`src/rtl/led_code_pkg.sv`:
```
// rtl/led_code_pkg.sv - shared state encoding and default timing for the LED code scheduler
package led_code_pkg;

   typedef enum logic [2:0] {
      ST_IDLE = 3'd0,
      ST_LOAD = 3'd1,
      ST_BIT  = 3'd2,
      ST_SEP  = 3'd3,
      ST_DONE = 3'd4
   } led_state_e;

   localparam int DEF_BIT_T = 20;
   localparam int DEF_T0    = 5;
   localparam int DEF_T1    = 10;
   localparam int DEF_SEP_T = 9;
   localparam int DEF_NSYM  = 4;
   localparam int SYM_W     = 5;

   function automatic int max2(input int a, input int b);
      return (a > b) ? a : b;
   endfunction

endpackage

```
`src/rtl/led_rr_arb.sv`:
```
// rtl/led_rr_arb.sv - two-way round-robin arbiter with one-hot grant
module led_rr_arb (
   input  logic       clk,
   input  logic       rst,
   input  logic [1:0] req,
   input  logic       advance,
   input  logic [1:0] owner,
   output logic [1:0] grant
);

   // prio1 set means requester 1 wins a tie
   logic prio1;

   always_ff @(posedge clk) begin
      if (rst) begin
         prio1 <= 1'b0;
      end else if (advance) begin
         prio1 <= owner[0];
      end
   end

   always_comb begin
      grant = req;
      if (&req) begin
         grant = prio1 ? 2'b10 : 2'b01;
      end
   end

endmodule

```
`src/rtl/led_code_sched.sv`:
```
// rtl/led_code_sched.sv - arbitrated LED pulse-width code transmitter; LED_SCHED_PARITY_EN adds a parity cell per symbol
module led_code_sched
   import led_code_pkg::*;
#(
   parameter int BIT_T = DEF_BIT_T,
   parameter int T0    = DEF_T0,
   parameter int T1    = DEF_T1,
   parameter int SEP_T = DEF_SEP_T,
   parameter int NSYM  = DEF_NSYM
) (
   input  logic                  clk,
   input  logic                  rst,
   input  logic                  tick,
   input  logic                  req0,
   input  logic                  req1,
   input  logic [SYM_W*NSYM-1:0] code0,
   input  logic [SYM_W*NSYM-1:0] code1,
   output logic                  ack0,
   output logic                  ack1,
   output logic [1:0]            gnt,
   output logic                  busy,
   output logic                  led
);

   localparam logic [2:0] IDLE = ST_IDLE;
   localparam logic [2:0] LOAD = ST_LOAD;
   localparam logic [2:0] BIT  = ST_BIT;
   localparam logic [2:0] SEP  = ST_SEP;
   localparam logic [2:0] DONE = ST_DONE;

`ifdef LED_SCHED_PARITY_EN
   localparam int CELLS = SYM_W + 1;
`else
   localparam int CELLS = SYM_W;
`endif
   localparam int MSG_W    = SYM_W * NSYM;
   localparam int TICK_MAX = max2(max2(BIT_T, SEP_T), max2(T0, T1));
   localparam int TCW      = $clog2(TICK_MAX + 1);
   localparam int SIW      = $clog2(NSYM + 1);

   logic [2:0]       state;
   logic [1:0]       gnt_q;
   logic [MSG_W-1:0] shreg;
   logic [TCW-1:0]   tick_cnt;
   logic [2:0]       bit_idx;
   logic [SIW-1:0]   sym_idx;
   logic             cur_bit;
   logic             owner_req;
   logic             abort;
   logic             advance;
   logic [1:0]       arb_grant;

   led_rr_arb u_arb (
      .clk     (clk),
      .rst     (rst),
      .req     ({req1, req0}),
      .advance (advance),
      .owner   (gnt_q),
      .grant   (arb_grant)
   );

`ifdef LED_SCHED_PARITY_EN
   // even parity accumulated over the symbol's data cells, sent as the sixth cell
   logic par;
   assign cur_bit = (bit_idx == 3'(SYM_W)) ? par : shreg[MSG_W-1];
`else
   assign cur_bit = shreg[MSG_W-1];
`endif

   assign owner_req = |(gnt_q & {req1, req0});
   assign abort     = ((state == LOAD) || (state == BIT) || (state == SEP)) && !owner_req;
   assign advance   = (state == DONE) || abort;

   always_ff @(posedge clk) begin
      if (rst) begin
         state    <= IDLE;
         gnt_q    <= 2'b00;
         shreg    <= '0;
         tick_cnt <= '0;
         bit_idx  <= '0;
         sym_idx  <= '0;
`ifdef LED_SCHED_PARITY_EN
         par      <= 1'b0;
`endif
      end else if (abort) begin
         state <= IDLE;
         gnt_q <= 2'b00;
      end else begin
         case (state)
            IDLE: begin
               if (req0 || req1) begin
                  gnt_q <= arb_grant;
                  state <= LOAD;
               end
            end
            LOAD: begin
               shreg    <= gnt_q[1] ? code1 : code0;
               tick_cnt <= '0;
               bit_idx  <= '0;
               sym_idx  <= '0;
`ifdef LED_SCHED_PARITY_EN
               par      <= 1'b0;
`endif
               state    <= BIT;
            end
            BIT: begin
               if (tick) begin
                  if (tick_cnt == TCW'(BIT_T - 1)) begin
                     tick_cnt <= '0;
                     if (bit_idx < 3'(SYM_W)) begin
                        shreg <= {shreg[MSG_W-2:0], 1'b0};
`ifdef LED_SCHED_PARITY_EN
                        par   <= par ^ cur_bit;
`endif
                     end
                     if (bit_idx == 3'(CELLS - 1)) begin
                        bit_idx <= '0;
`ifdef LED_SCHED_PARITY_EN
                        par     <= 1'b0;
`endif
                        state   <= SEP;
                     end else begin
                        bit_idx <= bit_idx + 3'd1;
                     end
                  end else begin
                     tick_cnt <= tick_cnt + 1'b1;
                  end
               end
            end
            SEP: begin
               if (tick) begin
                  if (tick_cnt == TCW'(SEP_T - 1)) begin
                     tick_cnt <= '0;
                     if (sym_idx == SIW'(NSYM - 1)) begin
                        state <= DONE;
                     end else begin
                        sym_idx <= sym_idx + 1'b1;
                        state   <= BIT;
                     end
                  end else begin
                     tick_cnt <= tick_cnt + 1'b1;
                  end
               end
            end
            DONE: begin
               gnt_q <= 2'b00;
               state <= IDLE;
            end
            default: begin
               gnt_q <= 2'b00;
               state <= IDLE;
            end
         endcase
      end
   end

   always_comb begin
      led = 1'b0;
      case (state)
         BIT:     led = (tick_cnt < (cur_bit ? TCW'(T1) : TCW'(T0)));
         SEP:     led = ~tick_cnt[0];
         default: led = 1'b0;
      endcase
   end

   assign busy = (state != IDLE);
   assign gnt  = gnt_q;
   assign ack0 = (state == DONE) && gnt_q[0];
   assign ack1 = (state == DONE) && gnt_q[1];

endmodule

```
`config.mk`:
```
export PLATFORM = sky130hd
export DESIGN_NAME = led_code_sched
export DESIGN_NICKNAME = d
export VERILOG_FILES = /design/src/rtl/led_code_pkg.sv /design/src/rtl/led_rr_arb.sv /design/src/rtl/led_code_sched.sv
export SDC_FILE = /design/constraint.sdc
export NUM_CORES = 1
export LEC_CHECK = 0
export CORE_MARGIN = 2
export CORE_UTILIZATION = 51
export CTS_CLUSTER_SIZE = 24
export DETAILED_ROUTE_END_ITERATION = 12
export GPL_TIMING_DRIVEN = 0
export HOLD_SLACK_MARGIN = 0.1
export PLACE_DENSITY = 0.78
export SLEW_MARGIN = 20
export SYNTH_ARGS = -nofsm -noshare
export SYNTH_HDL_FRONTEND = slang
export SYNTH_SLANG_ARGS = --single-unit
```
`constraint.sdc`:
```
create_clock -name clk -period 2.05 [get_ports clk]
set_input_delay 0.5125 -clock clk [delete_from_list [all_inputs] [get_ports clk]]
set_output_delay 0.5125 -clock clk [all_outputs]
set_load 0.1 [all_outputs]
```
# After elaboration in Yosys (flattened, before gate mapping)
# Cells that the tools add are included.
[totals] regBits=37 inputBits=45 out_inout_bits=6 elab_cells=87
[op_classes] add_sub_neg=3 order_cmp=2 n_eq_ne=16 n_mux=32 n_bitwise=4 reduce_logical=23
[op_table] op="20-bit 2-to-1 mux" n=4
[op_table] op="20-bit one-hot mux with 2 select lines" n=1
[op_table] op="3-bit 2-to-1 mux" n=13
[op_table] op="5-bit 2-to-1 mux" n=4
[op_table] op="5-bit one-hot mux with 3 select lines" n=1
[op_table] op="3-bit one-hot mux with 2 select lines" n=2
[op_table] op="3-bit one-hot mux with 4 select lines" n=1
[op_table] op="5-bit AND reduction" n=2
[op_table] op="3-bit by 2-bit == test with 1-bit output, second input constant" n=3
[op_table] op="2-bit by 1-bit != test with 1-bit output, second input constant" n=4
[op_table] op="2-bit != test, second input constant" n=4
[op_table] op="4-bit AND reduction" n=2
[op_table] op="3-bit by 1-bit adder with 3-bit output, second input constant" n=2
[op_table] op="3-bit == test, second input constant" n=2
[op_table] op="2-bit 2-to-1 mux" n=3
[op_table] op="6-bit AND reduction" n=1
[op_table] op="3-bit nonzero test" n=2
[op_table] op="5-bit by 1-bit adder with 5-bit output, second input constant" n=1
[op_table] op="5-bit by 4-bit == test with 1-bit output, second input constant" n=1
[op_table] op="5-bit == test, second input constant" n=1
[op_table] op="5-bit by 4-bit less-than comparator with 1-bit output" n=1
[op_table] op="1-bit logical OR" n=4
[op_table] op="4-bit 2-to-1 mux" n=1
[op_table] op="2-bit one-hot mux with 2 select lines" n=1
[op_table] op="other kinds (12)" n=19

# Depth between registers and ports, before layout
# Gate-level depths: netlist of run 1.
[logic_depth] depth_word=6 ltp_mapped=7 depth_no_buf=6

# By module
# A second synthesis of run 1 with hierarchy kept.
[unflattened] hier_cells=285 area_unflattened_um2=2312.2
[by_module_without_submodules] mod="led_code_sched" instances=1 cells_each=279 area_per_inst_um2=2259.7 seq_area_each_um2=720.7
[by_module_without_submodules] mod="led_rr_arb" instances=1 cells_each=6 area_per_inst_um2=52.6 seq_area_each_um2=20.0

# Worst setup path before layout of run 1
# No wires, ideal clock.
[synth_timing] kind="reg2out" start="register gnt_q[1] (netlist: gnt[1])" end="output ack1" arrival_time_ps=2227 t_required_ps=1537 slack_ps=-690 path_stages_with_launch=3 path_buffers=1 path_cell_list="dfxtp_1 -> clkbuf_1 -> and2_1"
[synth_via] elab_chain_cells=1
[synth_lines] item="start, declared" line_no="led_code_sched.sv:42" text="logic [1:0] gnt_q;"
[synth_lines] item="start signal, assigned" line_no="led_code_sched.sv:92" text="gnt_q <= arb_grant;"
[synth_lines] item="1-bit logical AND" line_no="led_code_sched.sv:169" text="assign ack1 = (state == DONE) && gnt_q[1];"
[synth_lines] item="end, declared" line_no="led_code_sched.sv:19" text="output logic ack1,"
# No other way between the ends.

# Final worst setup path of run 1
[layout_timing] start="register shreg[19]" end="output led"
[layout_via] elab_chain_cells=3
[layout_lines] item="start, declared" line_no="led_code_sched.sv:43" text="logic [MSG_W-1:0] shreg;"
[layout_lines] item="start signal, assigned" line_no="led_code_sched.sv:97" text="shreg <= gnt_q[1] ? code1 : code0;"
[layout_lines] item="start signal, assigned" line_no="led_code_sched.sv:111" text="shreg <= {shreg[MSG_W-2:0], 1'b0};"
[layout_lines] item="4-bit 2-to-1 mux" line_no="led_code_sched.sv:160" text="BIT: led = (tick_cnt < (cur_bit ? TCW'(T1) : TCW'(T0)));"
[layout_lines] item="5-bit by 4-bit less-than comparator with 1-bit output" line_no="led_code_sched.sv:160"
[layout_lines] item="1-bit one-hot mux with 2 select lines" line_no="led_code_sched.sv:159" text="case (state)"
[layout_lines] item="end, declared" line_no="led_code_sched.sv:22" text="output logic led"
# No other way between the ends.

==> results.tsv, run 1 <==
stage	metric	value	unit
run	Max Cap Viol	0	
global_route	total track usage	25.1	%
synth	Primary FF master, synth	dfxtp_1	
die	total die area	5190	um^2
clock_network	htree depth	2	
global_route	pin count of the biggest net entering global routing	12	
sta	Final Hold Fails	0	
sta	final clock skew	6.57	ps
place	GPL Wtd Cong	0.870	
synth	Post-synth EDFFs	0	
final_layout	layout cells sized above 1	23.4	%
place	Port Buffer Count	49	
min_path	worst hold path cell count	2	
final_layout	Util after Layout	73.3	%
clock_network	worst-skew pair later-pin latency	300	ps
die	core area	4410	um^2
die	row count	24	
sta	Tcrit/Tclk final	106	%
global_route	vias in the first global route	2185	
synth	Synth top area share	31.3	%
clock_network	TritonCTS clock tree	yes	
global_route	antenna violations before repair	0	
clock_network	clk sink count	37	
clock_network	Num CTS Buffers	5	
final_layout	final std cells w/o fill	389	
power_and_ir_drop	VDD IR max	0.504	mV
global_route	gr ovfl total	0	
sta	Setup WS post-layout	-121	ps
route	Via-to-Cell Ratio	6.06	
power_and_ir_drop	leakage	1.27	nW
critical_path	CP Launch Point	shreg[19]$_SDFFE_PP0P_	
sta	RSZ-0062 raised after global routing	true	
final_layout	Nets	390	
die	die height	72.1	um
die	die width	72.1	um
critical_path	Reg2Reg Depth	6	
run_status	violated checks	negative setup slack	
min_path	HP Class	register to register	
sta	Max Fclk	461	MHz
synth	number of library cell types mapped by synthesis	48	
synth	post-synthesis register bit count	37	
run_status	status	finished with violations	
min_path	min-delay src	shreg[3]$_SDFFE_PP0P_	
route	DR vias	2357	
clock_network	Clock transition at path regs	70	ps
route	Initial DRC Count	229	
synth	register area share after synthesis	31.3	%
final_layout	Inserted Diodes	0	
power_and_ir_drop	PD cells	932	nW/um^2
synth	Post-Syn Nets	328	
final_layout	Finished Cell Area	3240	um^2
place	Area after DPL	2950	um^2
synth	most frequent cells after synthesis	dfxtp_1 (37), a21oi_1 (26), mux2i_1 (21), or3_1 (21), mux2_2 (19)	
synth	top-count cell post-synth	dfxtp_1	
clock_network	Root Driver	clkbuf_8	
sta	min cycle time layout	2170	ps
route	drt pass-1 iters	5	
critical_path	R2R Path Start	tick_cnt[1]$_SDFFE_PP0P_	
critical_path	Crit path required time	1540	ps
critical_path	WS Path Type	register to output port	
route	DRT antenna net count	0	
critical_path	Crit. End Element	output port	
synth	cells after synthesis	274	
critical_path	Crit Path Max Fanout	4	
synth	synthesized cell area	2360	um^2
place	post-DP HPWL	4.44	mm
die	Starting Density	53.5	%
clock_network	Longest Clk Path Bufs	2	
synth	asr flop ratio synth	0	%
route	Post-Route WL	6.34	mm
critical_path	R2R setup slack	70	ps
critical_path	crit path DAT	1660	ps
synth	top cells by area, synth	dfxtp_1 (31%), mux2_2 (9.1%), mux2i_1 (8.9%)	
critical_path	crit start category	register	
die	io pins	51	
sta	Final Setup Violations	1	
place	# placed instances	375	
sta	Relative slew margins	37.1	%
route	Routed wire per std cell	16.3	um
sta	Min Hold Slack	480	ps
synth	largest area contributor in the netlist	dfxtp_1	
route	Post-route DRC	0	
sta	setup TNS	-121	ps
synth	synth warn	0	
global_route	first-pass GRT wire length	10.3	mm
sta	Worst Max-Slew Pin Slew	947	ps
synth	Syn Area/Cell	8.63	um^2
final_layout	Layout area overhead	37.0	%
sta	max-slew violation count	0	
## critical path, cell delays in order (launching register included)
cell and delay, ps:
dfxtp_2 360, inv_2 60, ha_4 250, o21a_1 100
o21a_1 140, o21ai_2 70, a22o_4 220, buf_12 160
## final cells by class
class	instances	area [um^2]
inverter	7	26.3
clock buffer	7	96.3
fill	329	1180
tap	52	65.1
timing repair buffer	58	594
multi-input combinational	208	1580
buffer	19	113
clock inverter	1	5.00
sequential	37	758
## path summary, 6_finish.rpt
check / to
worst max-delay path: led
worst min register to register: shreg[3]$_SDFFE_PP0P_
worst max register to register: shreg[5]$_SDFFE_PP0P_
worst min-delay path: shreg[3]$_SDFFE_PP0P_
## through the flow
step	worst slack, ps	power [mW]
5_1_grt	-191	3.17
6_report	-121	3.02
3_5_place_dp	-1020	2.25
4_1_cts	-244	2.90
2_1_floorplan	3.60	1.89
3_3_place_gp	-1010	2.23
## layout by cell type (no fill, tap or decap), drive strengths merged, types with 3 or more instances in the layout
master / count
nand3: 9
buf: 18
clkdlybuf4s50: 40
nand2b: 3
nand2: 12
o21ai: 26
inv: 7
nor2: 4
nor3: 4
o21a: 3
nor2b: 4
a21oi: 26
or3: 21
nand4b: 3
clkbuf: 22
a31oi: 3
dfxtp: 37
nor3b: 3
ha: 9
or4: 4
mux2i: 21
mux2: 21
## per-layer routing
metal	share of wire, %	wire, um	global-route usage, %
met5	0	0	0
met4	1.1	70	8.18
met3	5.2	329	5.69
met2	48	3040	39.4
met1	46	2900	34.1
## power by group
| part | internal (mW) | switching, mW | total, mW |
|---|---|---|---|
| sequential | 0.781 | 0.0666 | 0.848 |
| combinational | 0.685 | 0.911 | 1.60 |
| clock | 0.304 | 0.268 | 0.572 |
| total | 1.77 | 1.25 | 3.02 |
## timing repair
item                                    in CTS  in global routing
pin swaps                                    5                  8
setup buffers                                3                  6
hold buffers                                 0                  0
gates resized for setup                     54                 32
endpoints found under the setup margin      31                 28
## flip-flops by register name, indices dropped and copies added (netlist names)
name,count
bit_idx,3
gnt,2
shreg,20
state,3
sym_idx,3
tick_cnt,5
u_arb.prio1,1
## cell families (layout without fill, tap and decap cells)
logic type,count (synthesis),in the layout,share of synthesized area (%)
and+or+nand+nor,82,82,20.9
AOI/OAI and AO/OA,75,75,19.2
muxes,42,42,18.9
DFF,37,37,31.3
buffers and inverters,29,92,4.92
adders and majority gates,9,9,4.76
(Power assumes the default switching activity.)
==> run 2, diff against run 1 <==
--- a/config.mk
+++ b/config.mk
@@ -9,6 +9,7 @@
 export CORE_UTILIZATION = 51
 export CTS_CLUSTER_SIZE = 24
 export DETAILED_ROUTE_END_ITERATION = 12
+export GPL_ROUTABILITY_DRIVEN = 1
 export GPL_TIMING_DRIVEN = 0
 export HOLD_SLACK_MARGIN = 0.1
 export PLACE_DENSITY = 0.78
==> results of run 2 <==
The final DEF is identical to that of run 1; final timing and power are the same.
==> run 3, diff against run 2 <==
--- a/config.mk
+++ b/config.mk
@@ -5,6 +5,7 @@
 export SDC_FILE = /design/constraint.sdc
 export NUM_CORES = 1
 export LEC_CHECK = 0
+export ABC_AREA = 1
 export CORE_MARGIN = 2
 export CORE_UTILIZATION = 51
 export CTS_CLUSTER_SIZE = 24
==> results.tsv, run 3 <==
stage	metric	value	unit	change
clock_network	worst-skew pair later-pin latency	290	ps	about the same
synth	asr flop ratio synth	0	%	unchanged
synth	xor/xnor share of the synthesized area	0.369	%	+0.37 points
power_and_ir_drop	Internal	1.90	mW	+7.1%
final_layout	Layout area overhead	31.1	%	
die	io pins	51		unchanged
sta	max-slew violation count	0		unchanged
synth	register area share after synthesis	31.2	%	-0.17 points
synth	Synth Area in Compound Gates	9.37	%	-9.8 points
critical_path	WS Path Type	register to output port		
synth	top cells by area, synth	dfxtp_1 (31%), nand2_1 (25%), nor2_1 (10%)		
final_layout	final std cells w/o fill	520		+34%
synth	adder-cell area share of the yosys netlist	4.74	%	-0.025 points
sta	RSZ-0062 raised after global routing	true		
min_path	worst hold path cell count	2		unchanged
power_and_ir_drop	Logic pwr share	54.7	%	+1.8 points
power_and_ir_drop	Seq pwr share	31.6	%	+3.5 points
power_and_ir_drop	Switch Pwr	1.66	mW	+33%
power_and_ir_drop	Final Total Pwr	3.56	mW	+18%
global_route	first-pass GRT wire length	9.65	mm	-6.4%
critical_path	Crit path largest cell delay	390	ps	+30 ps
global_route	vias in the first global route	2246		+2.8%
critical_path	Crit. End Element	output port		
global_route	total track usage	23.2	%	-2.0 points
sta	Tcrit/Tclk final	103	%	-3.3 points
synth	Primary FF master, synth	dfxtp_1		
min_path	min-delay src	gnt[0]$_SDFFE_PP0P_		
global_route	pin count of the biggest net entering global routing	13		+1
synth	post-synthesis register bit count	37		unchanged
die	Starting Density	53.8	%	+0.28 points
critical_path	Crit path required time	1540	ps	about the same
sta	Max Fclk	475	MHz	+3.2%
critical_path	CP Launch Point	shreg[19]$_SDFFE_PP0P_		
synth	synthesized cell area	2380	um^2	+0.53%
sta	final clock skew	6.34	ps	-0.223 ps
sta	Final Setup Violations	1		unchanged
place	worst slack, placed	-797	ps	+226 ps
synth	most frequent cells after synthesis	nand2_1 (161), nor2_1 (64), inv_1 (45), dfxtp_1 (37), o21ai_0 (26)		
route	Routed wire per std cell	11.0	um	-32%
synth	Synth top area share	31.2	%	-0.17 points
sta	Worst Max-Slew Pin Slew	949	ps	+1.53 ps
critical_path	crit-path leading delay family	flip-flops		
final_layout	max FFs per register	20		unchanged
power_and_ir_drop	VDD IR max	0.626	mV	+24%
final_layout	layout cells sized above 1	9.19	%	-14 points
route	Post-Route WL	5.72	mm	-9.7%
synth	cells after synthesis	409		+49%
synth	largest family of logic cells by synthesized area	simple AND/OR/NAND/NOR gates		
critical_path	Crit Path Max Fanout	3		-1
final_layout	number of fillers in the final layout	400		+22%
place	GPL Wtd Cong	0.917		+5.4%
clock_network	Root Driver	clkbuf_8		
min_path	HP Class	register to register		
die	die height	72.3	um	+0.25%
final_layout	most frequent cells in the layout	nand2_1 (160), nor2_1 (62), inv_1 (44), clkdlybuf4s50_1 (44), dfxtp_1 (32)		
global_route	gr ovfl total	0		unchanged
die	core area	4410	um^2	unchanged
critical_path	crit path DAT	1590	ps	-70 ps
final_layout	most flop-heavy register	shreg		
clock_network	Longest Clk Path Bufs	2		unchanged
route	Initial DRC Count	186		-19%
min_path	Worst Hold End	gnt[0]$_SDFFE_PP0P_		
place	# placed instances	511		+36%
critical_path	R2R Path Start	state[2]$_SDFFE_PP0P_		
synth	Synth Area in Simple Gates	43.4	%	+22 points
synth	number of library cell types mapped by synthesis	27		-44%
clock_network	Num CTS Buffers	5		unchanged
synth	proportion of synthesized area in mux cells	0	%	-19 points
critical_path	terminus of the critical flop-to-flop path	shreg[7]$_SDFFE_PP0P_		
sta	Relative slew margins	37.0	%	-0.097 points
critical_path	Critical Path, Cell by Cell	inv_4 -> ha_4 -> o21ai_2 -> a21boi_1 -> o21ai_1 -> nand3_1 -> nand2_2 -> buf_12		
route	DRT antenna net count	0		unchanged
final_layout	commonest non-fill, non-tap cell in the layout	nand2_1		
synth	Post-synth EDFFs	0		unchanged
power_and_ir_drop	PD cells	1140	nW/um^2	+23%
place	post-DP HPWL	4.09	mm	-7.8%
synth	largest area contributor in the netlist	dfxtp_1		
run_status	violated checks	negative setup slack		
power_and_ir_drop	power share of the clock group	13.7	%	-5.3 points
sta	Final Hold Fails	0		unchanged
power_and_ir_drop	leakage	1.55	nW	+22%
route	DR vias	2539		+7.7%
critical_path	R2R setup slack	360	ps	+290 ps
route	drt pass-1 iters	4		-1
synth	Post-Syn Nets	463		+41%
final_layout	Inserted Diodes	0		unchanged
clock_network	Clock transition at path regs	70	ps	about the same
synth	Syn Area/Cell	5.81	um^2	-33%
critical_path	Slowest cell on crit path	dfxtp_4		
critical_path	WP buf/inv	2		unchanged
global_route	antenna violations before repair	0		unchanged
route	Via-to-Cell Ratio	4.88		-19%
die	die width	72.3	um	+0.25%
synth	top-count cell post-synth	nand2_1		
final_layout	Regs by FF count	shreg (20), tick_cnt (5)		
place	Port Buffer Count	50		+2.0%
clock_network	TritonCTS clock tree	yes		
critical_path	Reg2Reg Depth	10		+4
clock_network	clk sink count	37		unchanged
route	Post-route DRC	0		unchanged
sta	Setup WS post-layout	-53.3	ps	+67.4 ps
sta	Min Hold Slack	486	ps	+5.87 ps
critical_path	crit start category	register		
run	Max Cap Viol	0		unchanged
sta	min cycle time layout	2100	ps	-67.4 ps
synth	synth warn	0		unchanged
final_layout	Nets	521		+34%
die	total die area	5220	um^2	+0.50%
run_status	status	finished with violations		
clock_network	htree depth	2		unchanged
power_and_ir_drop	Sw Share	46.7	%	+5.4 points
die	row count	24		unchanged
[run 3: cell types whose count changed in the layout (fill, tap and decap cells not counted), sizes merged, moves of 11 or more]
cell	change
mux2i	-21
or3	-21
inv	+41
mux2	-21
nand3	+11
nor2	+62
nand2	+152
a21oi	-14
[run 3: how the worst max path moves through the flow]
stage | end | slack, ps | depth (start not counted)
after floorplan | ack1 | -30 | 3
after global placement | led | -770 | 8
after detailed placement | led | -800 | 8
after CTS | led | -110 | 8
after global routing | led | -120 | 8
final | led | -50 | 8
[run 3: worst min-delay path, cell delays in order, from the launching register on]
cell	delay [ps]
dfxtp_2	340
nand2_1	60
a21oi_1	50
[run 3: cell type report]
| type | count | area (um^2) | area share [%] |
|---|---|---|---|
| Timing Repair Buffer | 52 | 517 | 16.6 |
| Inverter | 49 | 186 | 5.99 |
| Multi-Input combinational cell | 309 | 1440 | 46.2 |
| Clock buffer | 6 | 72.6 | 2.33 |
| Clock inverter | 2 | 10.0 | 0.321 |
| Buffer | 13 | 72.6 | 2.33 |
| Sequential cell | 37 | 752 | 24.1 |
| Tap cell | 52 | 65.1 | 2.09 |
[run 3: cells by family (layout without fill, tap and decap cells)]
group	after synthesis	after routing
adders and majority gates	9	9
DFF	37	37
xor gates and xnor gates	1	1
AOI/OAI and AO/OA	43	43
buffers and inverters	63	122
and+or+nand+nor	256	256
[run 3: per-layer routing]
layer / vias up / global-route usage, % / wire length (um)
li1: 1369 / - / -
met1: 1090 / 31.2 / 2670
met2: 76 / 37.5 / 2630
met3: 4 / 5.42 / 382
met4: 0 / 5.66 / 39
met5: - / 0 / 0
[run 3: what timing repair did]
| item | 4_1_cts | 5_1_grt |
|---|---|---|
| pin swaps | 0 | 5 |
| resized for setup | 30 | 17 |
| endpoints found under the setup margin | 6 | 5 |
| setup buffers | 0 | 2 |
| hold endpoints to repair | 0 | 0 |
| hold buffers | 0 | 0 |
[run 3: power by group through the flow]
| stage | clock [mW] | sequential, mW | combinational, mW |
|---|---|---|---|
| floorplan | 0 | 1.18 | 1.37 |
| global placement | 0 | 1.11 | 1.83 |
| detailed placement | 0 | 1.12 | 1.86 |
| CTS | 0.502 | 1.11 | 1.89 |
| global route | 0.536 | 1.16 | 2.23 |
| finish | 0.488 | 1.12 | 1.95 |
[run 3: metrics by stage]
| step | util (%) | TNS, ps | cell area [um^2] |
|---|---|---|---|
| 3_3_place_gp | 67.1 | -2260 | 2960 |
| 6_report | 70.5 | -53.3 | 3110 |
| 4_1_cts | 69.0 | -115 | 3050 |
| 5_1_grt | 70.5 | -120 | 3110 |
| 2_1_floorplan | - | -27.1 | 2400 |
| 3_5_place_dp | 67.1 | -3240 | 2960 |
